$ cat src/rtl/i2c_master_byte_ctrl_if.sv
// PHY command encoding plus the request/response/PHY bundle for the byte controller.
// master = controller side, slave = host/PHY side.
package i2c_master_pkg;
  localparam logic [2:0] PHY_NOP   = 3'd0;
  localparam logic [2:0] PHY_START = 3'd1;
  localparam logic [2:0] PHY_STOP  = 3'd2;
  localparam logic [2:0] PHY_WRITE = 3'd3;
  localparam logic [2:0] PHY_READ  = 3'd4;
endpackage

interface i2c_master_byte_ctrl_if;
  logic       req_valid_i;
  logic       req_ready_o;
  logic       req_start_i;
  logic       req_stop_i;
  logic       req_read_i;
  logic       req_nack_i;
  logic [7:0] req_data_i;
  logic       rsp_valid_o;
  logic [7:0] rsp_data_o;
  logic       rsp_nack_o;
  logic       rsp_arb_lost_o;
  logic       rsp_timeout_o;
  logic [2:0] phy_cmd_o;
  logic       phy_data_o;
  logic       phy_data_i;
  logic       phy_cmd_done_i;
  logic       phy_arb_lost_i;
  logic       phy_bus_busy_i;

  modport master (
    input  req_valid_i, req_start_i, req_stop_i, req_read_i, req_nack_i, req_data_i,
    output req_ready_o, rsp_valid_o, rsp_data_o, rsp_nack_o, rsp_arb_lost_o, rsp_timeout_o,
    output phy_cmd_o, phy_data_o,
    input  phy_data_i, phy_cmd_done_i, phy_arb_lost_i, phy_bus_busy_i
  );

  modport slave (
    output req_valid_i, req_start_i, req_stop_i, req_read_i, req_nack_i, req_data_i,
    input  req_ready_o, rsp_valid_o, rsp_data_o, rsp_nack_o, rsp_arb_lost_o, rsp_timeout_o,
    input  phy_cmd_o, phy_data_o,
    output phy_data_i, phy_cmd_done_i, phy_arb_lost_i, phy_bus_busy_i
  );
endinterface

$ cat src/rtl/i2c_master_byte_ctrl.sv
// Byte-level I2C master: sequences START / 8 data bits / ACK / STOP into single-bit PHY commands.
// Optional per-command watchdog enabled by defining I2C_BYTE_CTRL_TIMEOUT_EN.
module i2c_master_byte_ctrl
  import i2c_master_pkg::*;
#(
  parameter int unsigned TIMEOUT_TICKS = 65535
) (
  input logic clk_i,
  input logic rst_i,
  i2c_master_byte_ctrl_if.master bus
);

  typedef enum logic [2:0] {S_IDLE, S_WAIT_BUS, S_START, S_BIT, S_ACK, S_STOP} state_e;

  state_e     state_q, state_d;
  logic [7:0] shift_q, shift_d;
  logic [2:0] cnt_q, cnt_d;
  logic       own_q, own_d;
  logic       read_q, read_d;
  logic       stop_q, stop_d;
  logic       nack_q, nack_d;
  logic [2:0] phy_cmd_q, phy_cmd_d;
  logic       phy_data_q, phy_data_d;
  logic       rsp_valid_q, rsp_valid_d;
  logic [7:0] rsp_data_q, rsp_data_d;
  logic       rsp_nack_q, rsp_nack_d;
  logic       rsp_arb_q, rsp_arb_d;
  logic       rsp_tmo_q, rsp_tmo_d;
  logic       load, finish, arb_abort, tmo_hit;

`ifdef I2C_BYTE_CTRL_TIMEOUT_EN
  logic [31:0] tmo_q;
  always_ff @(posedge clk_i or posedge rst_i) begin
    if (rst_i)                                                  tmo_q <= '0;
    else if (state_q == S_IDLE || bus.phy_cmd_done_i || load)   tmo_q <= '0;
    else                                                        tmo_q <= tmo_q + 32'd1;
  end
  assign tmo_hit = (state_q != S_IDLE) && (tmo_q == TIMEOUT_TICKS);
`else
  logic unused_timeout_ticks;
  assign unused_timeout_ticks = ^TIMEOUT_TICKS;
  assign tmo_hit = 1'b0;
`endif

  assign arb_abort = (state_q != S_IDLE) && bus.phy_arb_lost_i;

  always_comb begin
    state_d     = state_q;
    shift_d     = shift_q;
    cnt_d       = cnt_q;
    own_d       = own_q;
    read_d      = read_q;
    stop_d      = stop_q;
    nack_d      = nack_q;
    phy_cmd_d   = phy_cmd_q;
    phy_data_d  = phy_data_q;
    rsp_valid_d = 1'b0;
    rsp_data_d  = rsp_data_q;
    rsp_nack_d  = rsp_nack_q;
    rsp_arb_d   = 1'b0;
    rsp_tmo_d   = 1'b0;
    load        = 1'b0;
    finish      = 1'b0;

    case (state_q)
      S_IDLE: if (bus.req_valid_i) begin
        read_d  = bus.req_read_i;
        stop_d  = bus.req_stop_i;
        nack_d  = bus.req_read_i & bus.req_nack_i;
        shift_d = bus.req_data_i;
        cnt_d   = 3'd7;
        load    = 1'b1;
        if (bus.req_start_i)
          state_d = (bus.phy_bus_busy_i && !own_q) ? S_WAIT_BUS : S_START;
        else
          state_d = S_BIT;
      end
      S_WAIT_BUS: if (!bus.phy_bus_busy_i) begin
        state_d = S_START;
        load    = 1'b1;
      end
      S_START: if (bus.phy_cmd_done_i) begin
        own_d   = 1'b1;
        cnt_d   = 3'd7;
        state_d = S_BIT;
        load    = 1'b1;
      end
      S_BIT: if (bus.phy_cmd_done_i) begin
        shift_d = read_q ? {shift_q[6:0], bus.phy_data_i} : {shift_q[6:0], 1'b0};
        load    = 1'b1;
        if (cnt_q == 3'd0) state_d = S_ACK;
        else               cnt_d   = cnt_q - 3'd1;
      end
      S_ACK: if (bus.phy_cmd_done_i) begin
        if (!read_q) nack_d = bus.phy_data_i;
        if (stop_q) begin
          state_d = S_STOP;
          load    = 1'b1;
        end else begin
          finish = 1'b1;
        end
      end
      S_STOP: if (bus.phy_cmd_done_i) begin
        own_d  = 1'b0;
        finish = 1'b1;
      end
      default: state_d = S_IDLE;
    endcase

    // Aborts win over any completion seen in the same cycle.
    if (arb_abort || tmo_hit) begin
      state_d     = S_IDLE;
      own_d       = 1'b0;
      phy_cmd_d   = PHY_NOP;
      phy_data_d  = 1'b1;
      rsp_valid_d = 1'b1;
      rsp_nack_d  = 1'b0;
      rsp_arb_d   = arb_abort;
      rsp_tmo_d   = tmo_hit;
    end else if (finish) begin
      state_d     = S_IDLE;
      phy_cmd_d   = PHY_NOP;
      phy_data_d  = 1'b1;
      rsp_valid_d = 1'b1;
      rsp_nack_d  = nack_d;
      if (read_q) rsp_data_d = shift_d;
    end else if (load) begin
      phy_data_d = 1'b1;
      case (state_d)
        S_START: phy_cmd_d = PHY_START;
        S_BIT: begin
          phy_cmd_d = read_d ? PHY_READ : PHY_WRITE;
          if (!read_d) phy_data_d = shift_d[7];
        end
        S_ACK: begin
          phy_cmd_d = read_d ? PHY_WRITE : PHY_READ;
          if (read_d) phy_data_d = nack_d;
        end
        S_STOP:  phy_cmd_d = PHY_STOP;
        default: phy_cmd_d = PHY_NOP;
      endcase
    end
  end

  always_ff @(posedge clk_i or posedge rst_i) begin
    if (rst_i) begin
      state_q     <= S_IDLE;
      shift_q     <= '0;
      cnt_q       <= '0;
      own_q       <= 1'b0;
      read_q      <= 1'b0;
      stop_q      <= 1'b0;
      nack_q      <= 1'b0;
      phy_cmd_q   <= PHY_NOP;
      phy_data_q  <= 1'b1;
      rsp_valid_q <= 1'b0;
      rsp_data_q  <= '0;
      rsp_nack_q  <= 1'b0;
      rsp_arb_q   <= 1'b0;
      rsp_tmo_q   <= 1'b0;
    end else begin
      state_q     <= state_d;
      shift_q     <= shift_d;
      cnt_q       <= cnt_d;
      own_q       <= own_d;
      read_q      <= read_d;
      stop_q      <= stop_d;
      nack_q      <= nack_d;
      phy_cmd_q   <= phy_cmd_d;
      phy_data_q  <= phy_data_d;
      rsp_valid_q <= rsp_valid_d;
      rsp_data_q  <= rsp_data_d;
      rsp_nack_q  <= rsp_nack_d;
      rsp_arb_q   <= rsp_arb_d;
      rsp_tmo_q   <= rsp_tmo_d;
    end
  end

  assign bus.req_ready_o    = (state_q == S_IDLE);
  assign bus.rsp_valid_o    = rsp_valid_q;
  assign bus.rsp_data_o     = rsp_data_q;
  assign bus.rsp_nack_o     = rsp_nack_q;
  assign bus.rsp_arb_lost_o = rsp_arb_q;
  assign bus.rsp_timeout_o  = rsp_tmo_q;
  assign bus.phy_cmd_o      = phy_cmd_q;
  assign bus.phy_data_o     = phy_data_q;

endmodule
$ cat src/flat_wrapper.sv
// flat-port wrapper written by rule: the top's interface ports become plain ports
module i2c_master_byte_ctrl_flat import i2c_master_pkg::*;
#(
  parameter int unsigned TIMEOUT_TICKS = 65535
)
  (clk_i, rst_i, bus_req_valid_i, bus_req_start_i, bus_req_stop_i, bus_req_read_i, bus_req_nack_i, bus_req_data_i, bus_req_ready_o, bus_rsp_valid_o, bus_rsp_data_o, bus_rsp_nack_o, bus_rsp_arb_lost_o, bus_rsp_timeout_o, bus_phy_cmd_o, bus_phy_data_o, bus_phy_data_i, bus_phy_cmd_done_i, bus_phy_arb_lost_i, bus_phy_bus_busy_i);
  i2c_master_byte_ctrl_if bus_i ();
  input logic clk_i;
  input logic rst_i;
  input wire logic [$bits(bus_i.req_valid_i)-1:0] bus_req_valid_i;
  input wire logic [$bits(bus_i.req_start_i)-1:0] bus_req_start_i;
  input wire logic [$bits(bus_i.req_stop_i)-1:0] bus_req_stop_i;
  input wire logic [$bits(bus_i.req_read_i)-1:0] bus_req_read_i;
  input wire logic [$bits(bus_i.req_nack_i)-1:0] bus_req_nack_i;
  input wire logic [$bits(bus_i.req_data_i)-1:0] bus_req_data_i;
  output wire logic [$bits(bus_i.req_ready_o)-1:0] bus_req_ready_o;
  output wire logic [$bits(bus_i.rsp_valid_o)-1:0] bus_rsp_valid_o;
  output wire logic [$bits(bus_i.rsp_data_o)-1:0] bus_rsp_data_o;
  output wire logic [$bits(bus_i.rsp_nack_o)-1:0] bus_rsp_nack_o;
  output wire logic [$bits(bus_i.rsp_arb_lost_o)-1:0] bus_rsp_arb_lost_o;
  output wire logic [$bits(bus_i.rsp_timeout_o)-1:0] bus_rsp_timeout_o;
  output wire logic [$bits(bus_i.phy_cmd_o)-1:0] bus_phy_cmd_o;
  output wire logic [$bits(bus_i.phy_data_o)-1:0] bus_phy_data_o;
  input wire logic [$bits(bus_i.phy_data_i)-1:0] bus_phy_data_i;
  input wire logic [$bits(bus_i.phy_cmd_done_i)-1:0] bus_phy_cmd_done_i;
  input wire logic [$bits(bus_i.phy_arb_lost_i)-1:0] bus_phy_arb_lost_i;
  input wire logic [$bits(bus_i.phy_bus_busy_i)-1:0] bus_phy_bus_busy_i;
  assign bus_i.req_valid_i = bus_req_valid_i;
  assign bus_i.req_start_i = bus_req_start_i;
  assign bus_i.req_stop_i = bus_req_stop_i;
  assign bus_i.req_read_i = bus_req_read_i;
  assign bus_i.req_nack_i = bus_req_nack_i;
  assign bus_i.req_data_i = bus_req_data_i;
  assign bus_req_ready_o = bus_i.req_ready_o;
  assign bus_rsp_valid_o = bus_i.rsp_valid_o;
  assign bus_rsp_data_o = bus_i.rsp_data_o;
  assign bus_rsp_nack_o = bus_i.rsp_nack_o;
  assign bus_rsp_arb_lost_o = bus_i.rsp_arb_lost_o;
  assign bus_rsp_timeout_o = bus_i.rsp_timeout_o;
  assign bus_phy_cmd_o = bus_i.phy_cmd_o;
  assign bus_phy_data_o = bus_i.phy_data_o;
  assign bus_i.phy_data_i = bus_phy_data_i;
  assign bus_i.phy_cmd_done_i = bus_phy_cmd_done_i;
  assign bus_i.phy_arb_lost_i = bus_phy_arb_lost_i;
  assign bus_i.phy_bus_busy_i = bus_phy_bus_busy_i;
  i2c_master_byte_ctrl #(.TIMEOUT_TICKS(TIMEOUT_TICKS)) u_core (.clk_i(clk_i), .rst_i(rst_i), .bus(bus_i));
endmodule
$ cat config.mk
export PLATFORM = sky130hd
export DESIGN_NAME = i2c_master_byte_ctrl_flat
export DESIGN_NICKNAME = d
export VERILOG_FILES = /design/src/rtl/i2c_master_byte_ctrl_if.sv /design/src/rtl/i2c_master_byte_ctrl.sv /design/src/flat_wrapper.sv
export SDC_FILE = /design/constraint.sdc
export NUM_CORES = 1
export LEC_CHECK = 0
export BUFFER_PORTS_ARGS = -buffer_cell sky130_fd_sc_hd__clkbuf_2
export CORE_MARGIN = 1
export CORE_UTILIZATION = 35
export CTS_CLUSTER_DIAMETER = 200
export DETAILED_ROUTE_END_ITERATION = 12
export PLACE_DENSITY = 0.67
export SETUP_SLACK_MARGIN = 0.05
export SLEW_MARGIN = 30
export SYNTH_ARGS = -nofsm -noshare
export SYNTH_HDL_FRONTEND = slang
export SYNTH_SLANG_ARGS = --single-unit
$ cat constraint.sdc
create_clock -name clk_i -period 2 [get_ports clk_i]
set_input_delay 0.2 -clock clk_i [delete_from_list [all_inputs] [get_ports clk_i]]
set_output_delay 0.2 -clock clk_i [all_outputs]
set_load 0.05 [all_outputs]
==> results.md, run 1 <==
- Worst EP arrival: between 2 and 2.5 ns
- Cell with the most instances after synthesis: dfrtp_1
- Row cnt: 24
- Post-synthesis cell count: 180
- Leak: about 1.1 nW
- CTS buffer count: 5
- CP startpoint kind: flop
- Syn Area/Cell: roughly 9.4 sq um
- Root Buffer: clkbuf_8
- P&R area growth vs syn: 25.8%
- Hold Crit Start: bus_req_stop_i
- Final hold violation count: 0
- Ys async rst share: 100%
- Commonest cells post-synth: 32 x dfrtp_1, 23 x nand2_1, 23 x nor2_1, 10 x a31oi_1, 10 x inv_1
- Crit path time final: around 1.9 ns
- # DRC: 0
- CTS H-Tree Depth: 2
- Die H: about 71 um
- Final cell count without fillers: between 200 and 300
- Worst Path Buf+Inv: 0
- Max Clk Rate: 0.517 GHz
- Dpl cells: 274
- Largest net degree at the start of global routing: 34
- Power Dens Cells: 1350 nW/um^2
- Required @ worst endpoint: between 2 and 2.5 ns
- EDFF count, synth: 0
- Nets: approximately 250
- Placed Instance Area: roughly 2000 sq um
- Crit-path slowest cell: or4b_4
- Net Count, Synth: between 200 and 250
- Worst reg2reg path depth: 5
- Hold Crit Endpoint: u_core.stop_q$_DFFE_PP0P_
- GRT overflow: 0
- Final Cycle Share: a little over nine tenths
- WHS Path Cells: 3
- Worst path max stage delay: 0.56 ns
- Reg2Reg Setup Slack: between 0.06 and 0.07 ns
- Clock slew at reported path FFs: 0.07 ns
- Num ports: 36
- Routed WL per cell: 13.7 um
- Total wire length: 3.88 mm
- N_diodes: 0
- Max_cap viols: 0
- PortBufs: 34
- Crit. End Element: flop
- Clock Skew: between 0.006 and 0.007 ns
- Vias: about 1500
- Filler instances: 439
- Core Area: between 4000 and 5000 sq um
- Final instance area: ~2100 sq um
- Clock Path Buffers: 2
- Seq/Total Area, Yosys: a little under 50%
- Max Fanout on Critical Path: 4
- First-pass GRT wire length: ~6.4 mm
- Worst-Skew Late Latency: around 0.28 ns
- Die area: slightly above 5000 sq um
- Cell class contributing the biggest share of worst-path delay: simple AND/OR/NAND/NOR gates
- Clock sinks: 33
- RSZ-0062 raised after global routing: yes
- DRT Pass-1 Iters: 4
- Share of layout cells above drive strength 1: 30.7%
- Top-area cell type share of the netlist area: between 40 and 50%
- R2R Path End: u_core.bus.phy_data_o$_DFFE_PP1P_
- Yosys reg bits: 33
- Clock tree from TritonCTS: done
- Worst path cell trace: or4b_4, o311a_1, a2111o_1, nor4b_2, o31ai_1
- Post-route ant nets: 0
- Fin worst setup slack: around 0.065 ns
- Routability congestion estimate from global placement: a little over 0.8
- Vias in the first global route: 1376
- Beginning of the worst register-to-register path: u_core.state_q[1]$_DFF_PP0_
- Hold crit path type: input port to flop
- Synth Warn #: 0
- Status: completed
- Tot GR Track Use: ~16%
- Post-Syn Area: 1690 sq um
- WS Path Type: flop to flop
- Worst VDD drop: 637 uV
- Die width: approximately 71 um
- Unique masters post-synth: 47
- Vias per cell: between 5 and 6
- Antenna violations before repair: 0
- Main flop type after synthesis: dfrtp_1
- DP HPWL: 2.79 mm
- Pre-CTS setup slack: around 0.042 ns
- Pins Over Slew Limit: 0
- Largest area contributor in the netlist: dfrtp_1
- Area contributors post-synth: dfrtp_1 47%, nand2_1 5.1%, nor2_1 5.1%
- Initial core utilization: a little under two fifths
- First DRT Iteration DRCs: 91
- Setup violators final: 0
layer usage:
metal / track usage, % / up-vias / routed length [um]
met5: 0 / - / 0
met2: 25.5 / 36 / 1850
li1: - / 756 / -
met4: 5.23 / 0 / 53
met1: 22.0 / 731 / 1810
met3: 4.22 / 6 / 176
what timing repair did:
item                                    in CTS  in global routing
hold buffers                                 1                  0
buffers inserted                             0                  0
endpoints found under the setup margin       1                  9
pin swaps                                    1                  0
gates resized for setup                      0                  5
hold endpoints to repair                    32                  0
tightest hold or removal path: cells and delay by family:
family        cells  cell delay, ns
buf+inv           1            0.08
simple gates      2            0.08
flip-flops by register name, summed over array words and instances (netlist names):
register,count
u_core.bus.phy_cmd_o,3
u_core.state_q,3
u_core.bus.rsp_nack_o,1
u_core.bus.phy_data_o,1
u_core.nack_q,1
u_core.bus.rsp_arb_lost_o,1
u_core.shift_q,8
u_core.read_q,1
u_core.bus.rsp_data_o,8
u_core.bus.rsp_valid_o,1
u_core.own_q,1
u_core.cnt_q,3
u_core.stop_q,1
final cells by class:
class / count / area [sq um] / area share [%]
clock buffers: 5 / 68.8 / 3.24
well taps: 52 / 65.1 / 3.06
flip-flops and latches: 33 / 827 / 38.9
repair buffers: 54 / 327 / 15.4
clock inverters: 3 / 17.5 / 0.824
inverters: 10 / 37.5 / 1.76
multi-input cells: 126 / 785 / 36.9
worst max-delay path by stage:
stage | start | to | slack [ns] | cells past startpoint
final | u_core.state_q[1]$_DFF_PP0_ | u_core.bus.phy_data_o$_DFFE_PP1P_ | 0.07 | 5
after global routing | u_core.state_q[1]$_DFF_PP0_ | u_core.bus.phy_cmd_o[1]$_DFFE_PP0P_ | -0.009 | 5
after CTS | u_core.state_q[1]$_DFF_PP0_ | u_core.bus.phy_data_o$_DFFE_PP1P_ | 0.06 | 5
after detailed placement | u_core.state_q[1]$_DFF_PP0_ | u_core.bus.phy_data_o$_DFFE_PP1P_ | 0.04 | 5
after global placement | u_core.state_q[1]$_DFF_PP0_ | u_core.bus.phy_data_o$_DFFE_PP1P_ | 0.07 | 5
after floorplan | u_core.state_q[1]$_DFF_PP0_ | u_core.bus.phy_data_o$_DFFE_PP1P_ | 0.06 | 6
power breakdown:
group | internal, W | switching, W | total [W]
Sequential | 0.000866 | 0.000132 | 0.000998
Clock | 0.000240 | 0.000248 | 0.000488
Combinational | 0.000538 | 0.000838 | 0.00138
Total | 0.00164 | 0.00122 | 0.00286
placed cells by master, fill, tap and decap left out, types with 2 or more instances in the layout:
master / netlist / routed
inv_1: 10 / 10
nand3b_1: 5 / 5
a211oi_1: 3 / 2
dfrtp_1: 32 / 32
buf_4: 1 / 18
nand2_1: 23 / 23
and2_1: 2 / 2
clkinv_2: 0 / 2
ha_1: 2 / 2
clkbuf_8: 0 / 5
nor2_1: 23 / 23
nor4b_2: 2 / 2
a21oi_1: 8 / 8
and3_1: 2 / 2
a22oi_1: 8 / 8
clkbuf_2: 0 / 34
o21ai_0: 6 / 5
nand3_1: 2 / 2
a31oi_1: 10 / 10
a32oi_1: 3 / 3
through the flow:
step	power, W	setup TNS, ns	hold slack (ns)	utilization (%)
3_3_place_gp	0.00233	0	0.294	44.8
5_1_grt	0.00307	-0.00923	0.111	47.2
4_1_cts	0.00286	0	0.106	46.9
2_1_floorplan	0.00193	0	0.305	-
3_5_place_dp	0.00234	0	0.303	44.8
6_report	0.00286	0	0.110	47.2
kinds of logic (layout without fill, tap and decap cells):
family | after synthesis | after routing | synth area share [%]
buf+inv | 21 | 72 | 5.63
other cells | 1 | 1 | 0.222
simple gates | 70 | 70 | 21.5
fa+ha+maj | 2 | 2 | 1.48
flops | 33 | 33 | 48.9
mux | 1 | 1 | 0.592
compound gates | 52 | 52 | 21.7
Power figures use the tool's default switching activity.
==> run 2: changes to the inputs <==
Settings changed: ABC_CLOCK_PERIOD_IN_PS set to 2000, PLACE_DENSITY 0.67 to 0.55, SETUP_SLACK_MARGIN 0.05 to unset.
==> results.md, run 2 (synthesis gave the netlist of run 1 again) <==
- GRT overflow: 0
- First-pass GRT wire length: between 6 and 7 mm
- N_diodes: 0
- Vias per cell: about 5.4
- Multi-input gate area: 797 sq um
- Post-route ant nets: 0
- Worst EP arrival: between 2 and 2.5 ns
- Slew HR: between 50% and 60%
- Hold crit path type: input port to flop
- Finished Core Util: about half
- Row cnt: 24
- Seq. cell area: a little over 800 sq um
- Power Dens Cells: ~1400 nW/um^2
- Final hold violation count: 0
- Total power: between 0.003 and 0.004 W
- Crit-path slowest cell: or4b_4
- Most common cell after layout, fill and taps aside: clkbuf_2
- Worst VDD drop: 628 uV
- Total wire length: between 4 and 5 mm
- Filler instances: roughly 440
- DRT Pass-1 Iters: 5
- Clock tree from TritonCTS: done
- Worst path cell trace: or4b_4, o311a_4, a2111o_1, nor4b_2, o31ai_1
- PortBufs: 34
- Most frequent cells in the layout: 34 x clkbuf_2, 30 x dfrtp_1, 23 x nor2_1, 23 x nand2_1, 18 x buf_4
- Largest net degree at the start of global routing: 34
- CP startpoint kind: flop
- Clock sinks: 33
- Core Area: 4500 sq um
- Share of layout cells above drive strength 1: a little under a third
- Pins Over Slew Limit: 0
- Die H: 71.5 um
- Tot GR Track Use: between 15 and 20%
- Routed WL per cell: around 14 um
- Leak: 1.09 nW
- CTS buffer count: 5
- Cell class contributing the biggest share of worst-path delay: simple AND/OR/NAND/NOR gates
- Antenna violations before repair: 0
- Max Fanout on Critical Path: 4
- CTS H-Tree Depth: 2
- Vias: ~1500
- RSZ-0062 raised after global routing: yes
- DP HPWL: around 3.0 mm
- Status: completed
- Vias in the first global route: around 1500
- Clock Path Buffers: 2
- Die width: between 70 and 80 um
- Root Buffer: clkbuf_8
- Worst-Skew Late Latency: between 0.2 and 0.3 ns
- Crit path time final: 1.97 ns
- Max_cap viols: 0
- Clock slew at reported path FFs: 0.07 ns
- # DRC: 0
- Initial core utilization: between 30% and 40%
- WS Path Type: flop to flop
- Crit. End Element: flop
- P&R area growth vs syn: 28.5%
- Setup violators final: 0
- Nets: around 250
- Final Cycle Share: 98.5%
- Required @ worst endpoint: 2.19 ns
- Worst Path Buf+Inv: 0
- Routability congestion estimate from global placement: 0.843
- First DRT Iteration DRCs: slightly above 80
- Reg2Reg Setup Slack: 0.03 ns
- Max Clk Rate: roughly 0.51 GHz
- Die area: between 5000 and 6000 sq um
- Num ports: 36
- Worst-Margin Slew: 0.724 ns
- Worst path max stage delay: around 0.57 ns
- Clock Skew: between 0.008 and 0.009 ns
-- run 2: path summary, 6_finish.rpt --
path,startpoint,to,cells past startpoint
min in group asynchronous,rst_i,u_core.bus.phy_cmd_o[2]$_DFFE_PP0P_,4
worst min-delay path,bus_req_stop_i,u_core.stop_q$_DFFE_PP0P_,3
max in group asynchronous,rst_i,u_core.bus.phy_data_o$_DFFE_PP1P_,4
worst min register to register,u_core.cnt_q[0]$_DFFE_PP0P_,u_core.cnt_q[0]$_DFFE_PP0P_,1
worst max-delay path,u_core.state_q[0]$_DFF_PP0_,u_core.bus.phy_data_o$_DFFE_PP1P_,5
worst max register to register,u_core.state_q[0]$_DFF_PP0_,u_core.bus.phy_data_o$_DFFE_PP1P_,5
-- run 2: layout make-up --
class / count / share of cell area [%]
clock inverter: 1 / 1.38
multi-input combinational: 126 / 36.7
sequential: 33 / 38.2
inverter: 10 / 1.73
tap: 52 / 3.00
timing repair buffer: 54 / 15.0
clock buffer: 7 / 3.97
-- run 2: repair_timing --
item	4_1_cts	5_1_grt
resized for setup	0	6
setup buffers	0	1
setup endpoints to repair	0	3
hold buffers	1	0
hold endpoints to repair	32	0
-- run 2: through the flow --
step / TNS (ns) / hold WS (ns) / setup WS, ns / instance area, sq um / std cells
floorplan: 0 / 0.305 / 0.0625 / 1700 / 180
global placement: 0 / 0.288 / 0.0669 / 2010 / 273
detailed placement: 0 / 0.300 / 0.0233 / 2010 / 273
CTS: 0 / 0.110 / 0.0272 / 2130 / 282
global route: -0.0628 / 0.127 / -0.0623 / 2170 / 283
finish: 0 / 0.113 / 0.0310 / 2170 / 283
-- run 2: worst min-delay path, stage by stage --
cell and delay [ns]:
clkbuf_2 0.08, nand2_1 0.04, nand2_1 0.05
-- run 2: power by group --
part / switching (W) / leakage (nW) / total [W] / internal (W)
clock network: 0.000243 / 0.0585 / 0.000649 / 0.000406
registers: 0.000152 / 0.413 / 0.00102 / 0.000870
logic: 0.000846 / 0.620 / 0.00138 / 0.000532
-- run 2: metal layers --
metal  track usage (%)  vias to the layer above  routed length, um
met3              5.91                        9                247
li1                  -                      759                  -
met5                 0                        -                  0
met1              21.6                      721               1980
met2              26.6                       43               1810
met4              5.66                        0                 70
==> run 3: changes to the inputs <==
Settings changed: GPL_TIMING_DRIVEN set to 0.
==> results.md, run 3 (synthesis gave the netlist of run 1 again) <==
- Root Buffer: clkbuf_8
- Switch Pwr: 0.00125 W
- Tot GR Track Use: ~17%
- P_int: approximately 0.0016 W
- Vias in the first global route: about 1400
- Fin worst setup slack: -0.0363 ns
- Final hold violation count: 0
- Worst-Margin Slew: between 0.7 and 0.8 ns
- Final instance area: ~2100 sq um
- Final Cycle Share: 102%
- Dpl cells: 265
- DP HPWL: 2.83 mm
- Pins Over Slew Limit: 0
- Core Area: between 4000 and 5000 sq um
- GRT overflow: 0
- Initial core utilization: approximately 38%
- Leak: 1.06 nW
- Clock tree from TritonCTS: done
- Clock Path Buffers: 2
- Total wire length: between 4 and 5 mm
- Switching Share: between 40 and 50%
- Die width: 71.5 um
- Worst-Skew Late Latency: 0.28 ns
- Setup violators final: 1
- Slew HR: a little over half
- Num ports: 36
- Most common cell after layout, fill and taps aside: clkbuf_2
- # DRC: 0
- DRT Pass-1 Iters: 4
- Required @ worst endpoint: approximately 2.2 ns
- Max Fanout on Critical Path: 7
- Clock Skew: ~0.0037 ns
- First DRT Iteration DRCs: 75
- Crit path time final: between 2 and 2.5 ns
- Vias per cell: about 5.5
- P&R area growth vs syn: 25.0%
- Antenna violations before repair: 0
- PortBufs: 33
- Vias: about 1500
- Nets: 245
- Power Dens Cells: 1370 nW/um^2
- Pre-CTS setup slack: -0.172 ns
- CTS H-Tree Depth: 2
- Row cnt: 24
- Largest net degree at the start of global routing: 34
- Crit. End Element: flop
- CP startpoint kind: flop
- Worst EP arrival: around 2.2 ns
- CTS buffer count: 5
- Share of layout cells above drive strength 1: ~32%
- Status: finished, violations left
- Routed WL per cell: ~15 um
- Setup TNS: -0.0363 ns
- Max_cap viols: 0
- Final cell count without fillers: around 280
- Fin Hold WS: around 0.014 ns
- First-pass GRT wire length: 6.79 mm
- Clock slew at reported path FFs: 0.06 ns
- Post-route ant nets: 0
- Routability congestion estimate from global placement: 0.880
- Die area: between 5000 and 6000 sq um
- WS Path Type: flop to flop
- Max Clk Rate: between 0.4 and 0.5 GHz
- Failing checks: negative setup slack
- N_diodes: 0
- Worst VDD drop: ~780 uV
- Register share of total power: between 30 and 40%
- Clock sinks: 33
- Hold crit path type: input port to async pin
- Clock power share: between 10% and 20%
- Most frequent cells in the layout: 36 x clkbuf_2, 31 x dfrtp_1, 23 x nor2_1, 23 x nand2_1, 10 x a31oi_1
- Die H: 71.5 um
- RSZ-0062 raised after global routing: yes
- Placed Instance Area: between 1500 and 2000 sq um
- Logic pwr share: between 40% and 50%
run 3: changes by cell type in the layout (fill, tap and decap cells not counted), moves of 2 or more:
cell      delta
buf_4       -10
clkinv_2     +2
inv_2        +2
buf_2        +3
clkbuf_2     +2
inv_1        -2
run 3: metal layers:
layer	GRT usage (%)	up-vias	wire length (um)
met1	24.1	737	1930
met2	26.9	47	1940
met5	0	-	0
met4	5.23	0	51
met3	3.80	7	233
li1	-	737	-
run 3: path summary, 6_finish.rpt:
| check | start | end | slack, ns | cells after the start |
|---|---|---|---|---|
| min in group clk_i | bus_req_stop_i | u_core.stop_q$_DFFE_PP0P_ | 0.13 | 3 |
| max in group asynchronous | rst_i | u_core.state_q[2]$_DFF_PP0_ | 1.50 | 2 |
| worst min-delay path | rst_i | u_core.bus.phy_cmd_o[2]$_DFFE_PP0P_ | 0.01 | 2 |
| worst max-delay path | u_core.state_q[1]$_DFF_PP0_ | u_core.bus.phy_data_o$_DFFE_PP1P_ | -0.04 | 6 |
| worst max register to register | u_core.state_q[1]$_DFF_PP0_ | u_core.bus.phy_data_o$_DFFE_PP1P_ | -0.04 | 6 |
| worst min register to register | u_core.cnt_q[0]$_DFFE_PP0P_ | u_core.cnt_q[0]$_DFFE_PP0P_ | 0.46 | 1 |
run 3: area by class of cell:
cell class	count	area, sq um
Buffer	10	63.8
Multi-Input combinational cell	126	833
Sequential cell	33	828
Fill cell	456	2390
Clock inverter	2	10.0
Inverter	10	37.5
Tap cell	52	65.1
Clock buffer	6	72.6
Timing Repair Buffer	38	203
run 3: metrics by stage:
stage / power, W / utilization (%)
6_report: 0.00289 / 46.9
3_5_place_dp: 0.00223 / 42.8
2_1_floorplan: 0.00193 / -
3_3_place_gp: 0.00222 / 42.8
4_1_cts: 0.00278 / 45.4
5_1_grt: 0.00310 / 46.9
run 3: worst max-delay path, cell delays in order (launching register included):
cell and delay, ns:
dfrtp_1 0.37, buf_6 0.13, or4b_4 0.52, o311a_1 0.14, a2111o_1 0.37, nor4b_2 0.29
o31ai_1 0.12
run 3: timing repair:
action / 4_1_cts / 5_1_grt
setup buffers: 1 / 4
setup endpoints to repair: 12 / 15
pin swaps: 0 / 9
hold buffers: 0 / 0
gates resized for setup: 7 / 18
run 3: power groups by stage:
| stage | Combinational, W | Clock, W | Sequential, W |
|---|---|---|---|
| 2_1_floorplan | 0.000810 | 0 | 0.00112 |
| 3_3_place_gp | 0.00123 | 0 | 0.000987 |
| 3_5_place_dp | 0.00124 | 0 | 0.000988 |
| 4_1_cts | 0.00131 | 0.000492 | 0.000979 |
| 5_1_grt | 0.00155 | 0.000533 | 0.00101 |
| 6_report | 0.00143 | 0.000473 | 0.000986 |
